## src/rtl/fir1_pkg.sv

```systemverilog
// rtl/fir1_pkg.sv - shared defaults and saturation helper for the 4-tap FIR
package fir1_pkg;

  localparam int DW_DEF = 8;
  localparam int CW_DEF = 8;
  localparam int TAPS   = 4;

  localparam int H0_DEF = 1;
  localparam int H1_DEF = 2;
  localparam int H2_DEF = 2;
  localparam int H3_DEF = 1;

  // Working width for the scaled accumulator before clamping.
  localparam int MAX_W = 64;

  // Clamp a wide signed value to the signed range of a dw-bit word.
  function automatic logic signed [MAX_W-1:0] saturate(
    input logic signed [MAX_W-1:0] val,
    input int                      dw
  );
    logic signed [MAX_W-1:0] hi;
    logic signed [MAX_W-1:0] lo;
    hi = (64'sd1 <<< (dw - 1)) - 64'sd1;
    lo = -(64'sd1 <<< (dw - 1));
    if (val > hi) begin
      return hi;
    end else if (val < lo) begin
      return lo;
    end else begin
      return val;
    end
  endfunction

endpackage

```

## src/rtl/fir1_delay_line.sv

```systemverilog
// rtl/fir1_delay_line.sv - parameterized-depth sample shift register
module fir1_delay_line #(
  parameter int DW    = 8,
  parameter int DEPTH = 3
) (
  input  logic                  clk,
  input  logic                  rst,
  input  logic [DW-1:0]         d_i,
  output logic [DEPTH*DW-1:0]   taps_o
);

  logic [DW-1:0] stage_q [DEPTH];

  // Shift a new sample in every edge; stage 0 holds the most recent one.
  always_ff @(posedge clk) begin
    if (rst) begin
      for (int i = 0; i < DEPTH; i++) begin
        stage_q[i] <= '0;
      end
    end else begin
      stage_q[0] <= d_i;
      for (int i = 1; i < DEPTH; i++) begin
        stage_q[i] <= stage_q[i-1];
      end
    end
  end

  // Flatten the stages onto the tap bus, stage i at bits [i*DW +: DW].
  always_comb begin
    taps_o = '0;
    for (int i = 0; i < DEPTH; i++) begin
      taps_o[i*DW +: DW] = stage_q[i];
    end
  end

endmodule

```

## src/rtl/fir1_filter.sv

```systemverilog
// rtl/fir1_filter.sv - 4-tap direct-form FIR with rounding and saturation
module fir1_filter
  import fir1_pkg::*;
#(
  parameter int DW    = DW_DEF,
  parameter int CW    = CW_DEF,
  parameter int H0    = H0_DEF,
  parameter int H1    = H1_DEF,
  parameter int H2    = H2_DEF,
  parameter int H3    = H3_DEF,
  parameter int SHIFT = 0
) (
  input  logic          clk,
  input  logic          rst,
  input  logic [DW-1:0] i_x,
  output logic [DW-1:0] o_y
);

  // Four products of DW x CW bits summed need two extra bits of headroom.
  localparam int ACC_W = DW + CW + 2;

  localparam logic signed [CW-1:0] C0 = CW'(H0);
  localparam logic signed [CW-1:0] C1 = CW'(H1);
  localparam logic signed [CW-1:0] C2 = CW'(H2);
  localparam logic signed [CW-1:0] C3 = CW'(H3);

  // Half-LSB of the shifted result, added so the shift rounds half up.
  localparam logic signed [MAX_W-1:0] RND =
    (SHIFT > 0) ? (64'sd1 <<< ((SHIFT > 0) ? SHIFT - 1 : 0)) : 64'sd0;

  logic [(TAPS-1)*DW-1:0] taps;

  logic signed [DW-1:0]    x0, x1, x2, x3;
  logic signed [ACC_W-1:0] acc;
  logic signed [MAX_W-1:0] acc_ext;
  logic signed [MAX_W-1:0] scaled;
  logic        [DW-1:0]    y_d;
  logic        [DW-1:0]    y_q;

  fir1_delay_line #(
    .DW    (DW),
    .DEPTH (TAPS - 1)
  ) u_delay (
    .clk    (clk),
    .rst    (rst),
    .d_i    (i_x),
    .taps_o (taps)
  );

  // Multiply-accumulate, round, scale and clamp the current window.
  always_comb begin
    x0      = signed'(i_x);
    x1      = signed'(taps[0*DW +: DW]);
    x2      = signed'(taps[1*DW +: DW]);
    x3      = signed'(taps[2*DW +: DW]);
    acc     = ACC_W'(C0) * ACC_W'(x0)
            + ACC_W'(C1) * ACC_W'(x1)
            + ACC_W'(C2) * ACC_W'(x2)
            + ACC_W'(C3) * ACC_W'(x3);
    acc_ext = MAX_W'(acc);
    scaled  = (acc_ext + RND) >>> SHIFT;
    y_d     = DW'(saturate(scaled, DW));
  end

  // Output register: reset clears it, otherwise it takes the filtered sample.
  always_ff @(posedge clk) begin
    if (rst) begin
      y_q <= '0;
    end else begin
      y_q <= y_d;
    end
  end

  assign o_y = y_q;

endmodule

```

## config.mk

```make
export PLATFORM = sky130hd
export DESIGN_NAME = fir1_filter
export DESIGN_NICKNAME = d
export VERILOG_FILES = /design/src/rtl/fir1_pkg.sv /design/src/rtl/fir1_delay_line.sv /design/src/rtl/fir1_filter.sv
export SDC_FILE = /design/constraint.sdc
export NUM_CORES = 1
export LEC_CHECK = 0
export CORE_MARGIN = 2
export CORE_UTILIZATION = 34
export DETAILED_ROUTE_END_ITERATION = 12
export GPL_ROUTABILITY_DRIVEN = 0
export SYNTH_ARGS = -nofsm -noshare
export SYNTH_HDL_FRONTEND = slang
export SYNTH_SLANG_ARGS = --single-unit
```

## constraint.sdc

```tcl
create_clock -name clk -period 9 [get_ports clk]
set_input_delay 1.8 -clock clk [delete_from_list [all_inputs] [get_ports clk]]
set_output_delay 1.8 -clock clk [all_outputs]
set_load 0.01 [all_outputs]
```

Word level (Yosys, flattened, before mapping)
Memory sizes are Yosys's and may differ from the RTL's.
Cells that the tools add are included.
{ "classes": {"n_addsub": 3, "magnitude_cmp": 2, "mux": 8, "n_bitwise": 3, "n_reduce_logical": 1} }
{ "op_table": {"columns": ["cell", "n"], "rows": [
  ["2-to-1 mux 8 bit", 4],
  ["adder 11 x 8 -> 12 bit", 1],
  ["greater-than comparator 12 x 8 -> 1 bit, second input constant", 1],
  ["< comparator 12 x 8 -> 1 bit, second input constant", 1],
  ["adder 10 x 9 -> 11 bit", 1],
  ["adder 8 x 9 -> 10 bit", 1],
  ["2-to-1 mux 7 bit", 1],
  ["2-to-1 mux 1 bit", 3],
  ["bitwise OR 1 bit", 3],
  ["OR reduction 2 bit", 1]
]} }
{ "totals": {"register_bits": 8, "ramBits": 24, "word_cells": 20, "mem_count": 1} }
{ "mem_list": {"columns": ["name", "words", "word_bits", "read_ports", "rd_clocked_by_memory_dff", "wr", "line_no", "text"], "rows": [
  ["u_delay.stage_q", 3, 8, 3, 0, 3, "fir1_delay_line.sv:12", "logic [DW-1:0] stage_q [DEPTH];"]
]} }

Depth between registers and ports, before layout
Gate-level depths: netlist of run 1.
An unclocked memory read counts as a cell.
{ "logic_depth": {"ltp_word": 7, "depth_mapped": 13, "ltp_nobuf": 13} }

By module
Synthesis of run 1 repeated with hierarchy kept, for this count alone.
{ "hier_totals": {"cells_unflattened": 187, "area_unflattened_um2": 1909.3} }
{ "modules_own_cells": {"columns": ["mod", "instances", "cells_each", "area_per_inst_um2"], "rows": [
  ["fir1_filter", 1, 137, 1216.2],
  ["fir1_delay_line", 1, 50, 693.2]
]} }

Least setup slack after synthesis of run 1
No wires, ideal clock.
{ "synth_path": {"path_type": "input-to-reg", "startpoint": "input port i_x[2]", "endpoint": "register y_q[4] (netlist: o_y[4])", "setup_ps": 96, "arrival_time_ps": 4688, "required_time_ps": 8904, "path_slack_ps": 4216, "path_stages": 13, "n_path_buf": 0, "path_cell_list": "inv_1 -> fa_1 -> inv_1 -> fa_1 -> ha_1 -> inv_1 -> fa_1 -> and2b_1 -> o2111a_1 -> a211oi_2 -> nor4_4 -> nor2_2 -> o41ai_2"} }
{ "synth_between": {"elab_chain_len": 6, "elab_cells_between_ends": 7, "classes_between": "add/sub (3); order compare (2); mux (2)"} }
{ "synth_rtl": {"columns": ["element", "line_no", "text"], "rows": [
  ["start: declaration", "fir1_filter.sv:15", "input logic [DW-1:0] i_x,"],
  ["adder 8 x 9 -> 10 bit (*)", "fir1_filter.sv:57", "+ ACC_W'(C1) * ACC_W'(x1)"],
  ["adder 10 x 9 -> 11 bit (*)", "fir1_filter.sv:58", "+ ACC_W'(C2) * ACC_W'(x2)"],
  ["adder 11 x 8 -> 12 bit (*)", "fir1_filter.sv:59", "+ ACC_W'(C3) * ACC_W'(x3);"],
  ["< comparator 12 x 8 -> 1 bit", "fir1_pkg.sv:27", "end else if (val < lo) begin"],
  ["2-to-1 mux 8 bit", "fir1_pkg.sv:27", null],
  ["2-to-1 mux 7 bit (*)", "fir1_pkg.sv:25", "if (val > hi) begin"],
  ["end signal: assignment", "fir1_filter.sv:70", "y_q <= y_d;"],
  ["end: declaration", "fir1_filter.sv:38", "logic [DW-1:0] y_q;"]
]} }
Every way passes the cells marked *; elsewhere a longest branch is shown, timed or not.
A chain may end at the register's enable or synchronous reset.

Final worst setup path of run 1
Same ends and word-level chain as after synthesis.

==> impl_results.md, run 1 <==
* Status: complete, no violations
* Drt initial violations at 25
* Worst min-delay path category: reg2reg
* Final setup viols at 0
* Min Tclk post-route at between 5 and 6 ns
* TritonCTS clock tree: done
* HPWL Detailed at 2360 um
* WHS at 0.453 ns
* Max-slew headroom at about 29%
* Placed cell count at ~270
* Hold_buf cts at 0
* Worst slew pin tran at 1.07 ns
* CP peak stage delay at ~0.53 ns
* Commonest cells in the netlist: 41 x inv_1, 32 x dfxtp_1, 21 x nor2_1
* Sink Count at 32
* Chip height at between 70 and 80 um
* Starting density of the core at between 30% and 40%
* Critical path origin: i_x[2]
* Synthesized Nets at 230
* Final period utilization at approximately 57%
* Register bit total from synthesis at 32
* Global-route usage over all layers at 11.1%
* Path type of the worst setup path: in2reg
* Worst path depth at 14
* Max-cap violation count at 0
* Cell count of the worst reg-to-reg path at 13
* Final Non-Filler Cells at 281
* Synth top area share at 34.3%
* TritonRoute pass-1 iters at 4
* Buf/Inv on CP at 4
* Total CTS buffers at 5
* Remaining global-route overflow at 0
* Worst-skew pair later-pin latency at about 0.27 ns
* Worst path slowest cell: fa_1
* Synth Instances at around 190
* Residual DRC at 0
* Max-slew violation count at 0
* Worst-path clk slew at about 0.060 ns
* Cell Rows at 26
* Most numerous cell in the Yosys netlist: inv_1
* Ports at 18
* Final nets at roughly 250
* VDD IR max at between 0.1 and 0.15 mV
* Setup TNS at 0 ns
* Largest net degree at the start of global routing at 31
* Pre-CTS setup slack at 3.53 ns
* Post-cts sizing count at 0
* Syn Std Cell Area at around 0.0019 mm2
* Top_reg_cell synth: dfxtp_1
* Root Buffer: clkbuf_8
* Avg Vias per Cell at around 4.4
* Syn Area/Cell at 9.73 um2
* Setup bufs post-CTS at 0
* IO Port Bufs at 17
* Die Width at around 80 um
* Clock skew at 0.00382 ns
* Area grow syn2layout at 16.5%
* PD cells at 198 mW/mm2
* Routed Antenna Nets at 0
* Die Footprint at roughly 0.0061 mm2
* Max Fclk at 0.194 GHz
* Max clock buf depth at 2
* CTS H-Tree Depth at 2
* Critical Path Sink Type: register
* R2r startpoint: u_delay.stage_q[0][1]$_SDFF_PP0_
* Final Util at 41.8%
* Post-route setup slack at between 3 and 4 ns
* Layout cells sized above 1 at 8.06%
* Number of inserted diodes at 0
* Kind of cell adding the most delay to the critical path: adder cells
* Synth warn at 0
* Hold Path Depth at 2
* CORE AREA at between 0.005 and 0.006 mm2
* Hold Fails Final Rpt at 0
* Vias in the first global route at ~1300
* Final WL at around 3000 um
* Post-synthesis sequential area ratio at approximately 34%
* Initial antenna violation count at 0
* WL/cell at around 11 um
* Critical Path RT at 9.18 ns
* Ys async rst share at 0%
* RSZ-0062 raised after global routing: no
* Layout filler cell count at approximately 550
* Vias at roughly 1200
* Setup crit start kind: primary input
* Post-synth top area cell: dfxtp_1
* Leak at 0.988 nW
* Hold path startpoint: u_delay.stage_q[0][12]$_SDFF_PP0_
* CP Cell Sequence: clkdlybuf4s50_1, inv_1, fa_1, inv_1, fa_1, ha_1, inv_1, fa_1, and2b_1, o2111a_1, a211oi_2, nor4_4, nor2_2, o41ai_2
* First-pass GRT wire length at roughly 5400 um
* Distinct cells, synth at 38
* Number of synthesized flops with an enable pin at 0
* Crit path max fanout at 6
* CP Data Arrival Time at ~5.3 ns
* Synth top area cells: dfxtp_1 34%, fa_1 19%, inv_1 8.2%, ha_1 6.7%, nor2_1 4.2%
## flip-flops by register name, summed over array words and instances (netlist names)
| register | cells |
|---|---|
| u_delay.stage_q | 24 |
| o_y | 8 |
## power breakdown
| group | switching (W) | internal (W) | leakage (nW) |
|---|---|---|---|
| clock | 0.0000475 | 0.0000524 | 0.0410 |
| combinational | 0.0000888 | 0.0000787 | 0.682 |
| sequential | 0.00000466 | 0.000159 | 0.265 |
| total | 0.000141 | 0.000290 | 0.988 |
## cells by family (layout without fill, tap and decap cells)
| logic type | count (synthesis) | after routing | share of synthesized area (%) |
|---|---|---|---|
| compound gates | 35 | 35 | 14.5 |
| xor+xnor | 3 | 3 | 1.41 |
| fa+ha+maj | 28 | 28 | 26.0 |
| buf+inv | 46 | 65 | 9.71 |
| flops | 32 | 32 | 34.3 |
| simple gates | 48 | 48 | 14.1 |
## worst register-to-register path: stages, from the launching register on
cell      delay [ns]
dfxtp_1         0.31
inv_1           0.06
fa_1            0.50
inv_1           0.05
fa_1            0.50
ha_1            0.20
inv_1           0.07
fa_1            0.36
and2b_1         0.32
o2111a_1        0.22
a211oi_2        0.07
nor4_4          0.32
nor2_2          0.11
o41ai_2         0.26
## layer usage
metal  global-route usage (%)  wire length, um  vias up
met5                        0                0        -
met4                     3.68               51        0
met3                     4.02              139        7
met2                     18.4             1390       19
met1                     13.5             1380      573
li1                         -                -      650
## layout make-up
cell class | count | area [um2] | area share [%]
Clock inverter | 1 | 5.00 | 0.230
Timing Repair Buffer | 17 | 170 | 7.82
Clock buffer | 6 | 72.6 | 3.34
Tap cell | 70 | 87.6 | 4.03
Inverter | 41 | 154 | 7.07
Multi-Input combinational cell | 114 | 1050 | 48.1
Sequential cell | 32 | 641 | 29.4
## metrics by stage
step                      instance area, um2  power (W)
after floorplan                         1870   0.000287
after global placement                  2100   0.000335
after detailed placement                2100   0.000337
after CTS                               2180   0.000439
after global routing                    2180   0.000465
final                                   2180   0.000431
## worst paths after layout
check | endpoint | slack, ns
max | o_y[4]$_SDFF_PP0_ | 3.85
min | u_delay.stage_q[0][20]$_SDFF_PP0_ | 0.45
max reg2reg | o_y[4]$_SDFF_PP0_ | 5.56
min reg2reg | u_delay.stage_q[0][20]$_SDFF_PP0_ | 0.45
## layout by cell type, fill, tap and decap left out, types with 2 or more instances in the layout
cell             netlist  final
inv_1                 41     41
dfxtp_1               32     32
nor2_1                21     21
fa_1                  18     18
clkdlybuf4s50_1        0     17
ha_1                  10     10
nor2b_1                9      9
a21oi_1                6      6
o211ai_1               6      6
nand2_1                5      5
clkbuf_8               0      5
o21ai_1                4      4
a21o_1                 3      3
xnor2_1                3      3
o21ai_0                3      3
a211oi_2               2      2
o211a_1                2      2
or2_2                  2      2
o31ai_1                2      2
Power figures use the tool's default switching activity.
==> run 2, diff against run 1 <==
==> constraint.sdc (replaced) <==
create_clock -name clk -period 5.1 [get_ports clk]
set_input_delay 1.02 -clock clk [delete_from_list [all_inputs] [get_ports clk]]
set_output_delay 1.02 -clock clk [all_outputs]
set_load 0.01 [all_outputs]
==> impl_results.md, run 2 (synthesized netlist as in run 1, its figures left out) <==
* Setup crit start kind: primary input
* Comb power frac at between 30 and 40%
* Path type of the worst setup path: in2reg
* Layout cells sized above 1 at under 10%
* Setup bufs post-CTS at 0
* Final period utilization at a little under nine tenths
* R2R setup slack at between 1.5 and 2 ns
* Met3 usage at under 10%
* Routed Antenna Nets at 0
* GRT met2 Usage at between 15 and 20%
* Drt initial violations at 39
* Setup TNS at 0 ns
* Largest net degree at the start of global routing at 31
* Post-route setup slack at approximately 0.74 ns
* Sequential Power Share at 35.2%
* Power Internal at approximately 0.00056 W
* Worst-path clk slew at 0.07 ns
* Status: complete, no violations
* Most frequent cells in the layout: 41 x inv_1, 32 x dfxtp_1, 21 x nor2_1, 18 x fa_1, 17 x clkdlybuf4s50_1
* CP Data Arrival Time at 4.55 ns
* Critical Path RT at 5.29 ns
* Chip height at between 70 and 80 um
* IO Port Bufs at 17
* Vias at between 1000 and 1500
* Worst-skew pair later-pin latency at ~0.28 ns
* Max Fclk at between 0.2 and 0.25 GHz
* Vias in the first global route at 1273
* Initial antenna violation count at 0
* PD cells at between 300 and 400 mW/mm2
* Most crowded layer after global routing: met2
* Ports at 18
* Final WL at around 3000 um
* Remaining global-route overflow at 0
* Cell Rows at 26
* RSZ-0062 raised after global routing: no
* Crit path max fanout at 6
* CORE AREA at between 0.005 and 0.006 mm2
* Final setup viols at 0
* Switch Pwr at 0.000255 W
* First-pass GRT wire length at approximately 5300 um
* Max-slew violation count at 0
* Largest register FFs at 24
* TritonCTS clock tree: done
* Total CTS buffers at 5
* Starting density of the core at between 30 and 40%
* Die Width at 78.1 um
* TritonRoute pass-1 iters at 4
* Area grow syn2layout at 18.1%
* Number of inserted diodes at 0
* Die Footprint at 0.00610 mm2
* Pre-CTS setup slack at ~0.42 ns
* Avg Vias per Cell at ~4.5
* Min Tclk post-route at around 4.4 ns
* Global-route usage over all layers at 11.1%
* Final nets at about 250
* CTS H-Tree Depth at 2
* WL/cell at ~11 um
* Max clock buf depth at 2
* Sink Count at 32
* Net Sw Frac at 31.2%
* Worst slew pin tran at roughly 1.1 ns
* Leak at about 1.0 nW
* VDD IR max at approximately 0.16 mV
* Clock power frac at around 29%
* Residual DRC at 0
* Max-cap violation count at 0
* Hold Fails Final Rpt at 0
* Hold_buf cts at 0
* HPWL Detailed at between 2000 and 2500 um
* Commonest non-fill, non-tap cell in the layout: inv_1
* Root Buffer: clkbuf_8
* Clock skew at approximately 0.0055 ns
* GR Util met1 at 13.7%
* Worst min-delay path category: reg2reg
* Top reg by flops: u_delay.stage_q
* Max-slew headroom at 28.9%
* Critical Path Sink Type: register
* Post-cts sizing count at 0
==> run 2: cell types whose count changed in the layout (fill, tap and decap cells not counted), sizes merged <==
cell	delta
bufinv	+1
==> run 2: worst max-delay path, stage by stage <==
cell	delay (ns)
clkdlybuf4s50_1	0.46
inv_1	0.06
fa_1	0.53
inv_1	0.05
fa_1	0.50
ha_1	0.20
inv_1	0.07
fa_1	0.36
and2b_1	0.31
o2111a_1	0.21
a211oi_2	0.06
nor4_4	0.32
nor2_2	0.11
o41ai_2	0.26
==> run 2: routing by layer <==
| layer | up-vias | part of all wire, % | routed length [um] |
|---|---|---|---|
| li1 | 650 | - | - |
| met1 | 592 | 47 | 1410 |
| met2 | 23 | 46 | 1350 |
| met3 | 8 | 5.1 | 150 |
| met4 | 0 | 1.9 | 57 |
| met5 | - | 0 | 0 |
==> run 2: power groups by stage <==
stage / clock (W) / combinational (W) / sequential [W]
after floorplan: 0 / 0.000200 / 0.000306
after global placement: 0 / 0.000296 / 0.000295
after detailed placement: 0 / 0.000300 / 0.000295
after CTS: 0.000245 / 0.000302 / 0.000289
after global routing: 0.000257 / 0.000332 / 0.000291
final: 0.000235 / 0.000296 / 0.000289
==> run 2: per-stage QoR <==
step | power (W) | utilization [%] | hold WS (ns) | std cells | cell area (um2)
after CTS | 0.000836 | 42.4 | 0.454 | 282 | 2210
after floorplan | 0.000506 | - | 0.434 | 192 | 1870
after detailed placement | 0.000595 | 40.3 | 0.449 | 274 | 2100
after global placement | 0.000591 | 40.3 | 0.445 | 274 | 2100
after global routing | 0.000880 | 42.4 | 0.469 | 282 | 2210
final | 0.000820 | 42.4 | 0.453 | 282 | 2210
==> run 2: area by class of cell <==
type                    count  area [um2]
clock buffers               6        72.6
clock inverters             2        35.0
fillers                   548        3000
inverters                  41         154
multi-input cells         114        1050
flip-flops and latches     32         641
well taps                  70        87.6
repair buffers             17         170
==> run 2: final timing paths <==
path,startpoint,to,cells past startpoint
setup / recovery,i_x[2],o_y[4]$_SDFF_PP0_,14
hold / removal,u_delay.stage_q[0][11]$_SDFF_PP0_,u_delay.stage_q[0][19]$_SDFF_PP0_,2
setup reg to reg,u_delay.stage_q[0][1]$_SDFF_PP0_,o_y[4]$_SDFF_PP0_,13
hold reg to reg,u_delay.stage_q[0][11]$_SDFF_PP0_,u_delay.stage_q[0][19]$_SDFF_PP0_,2
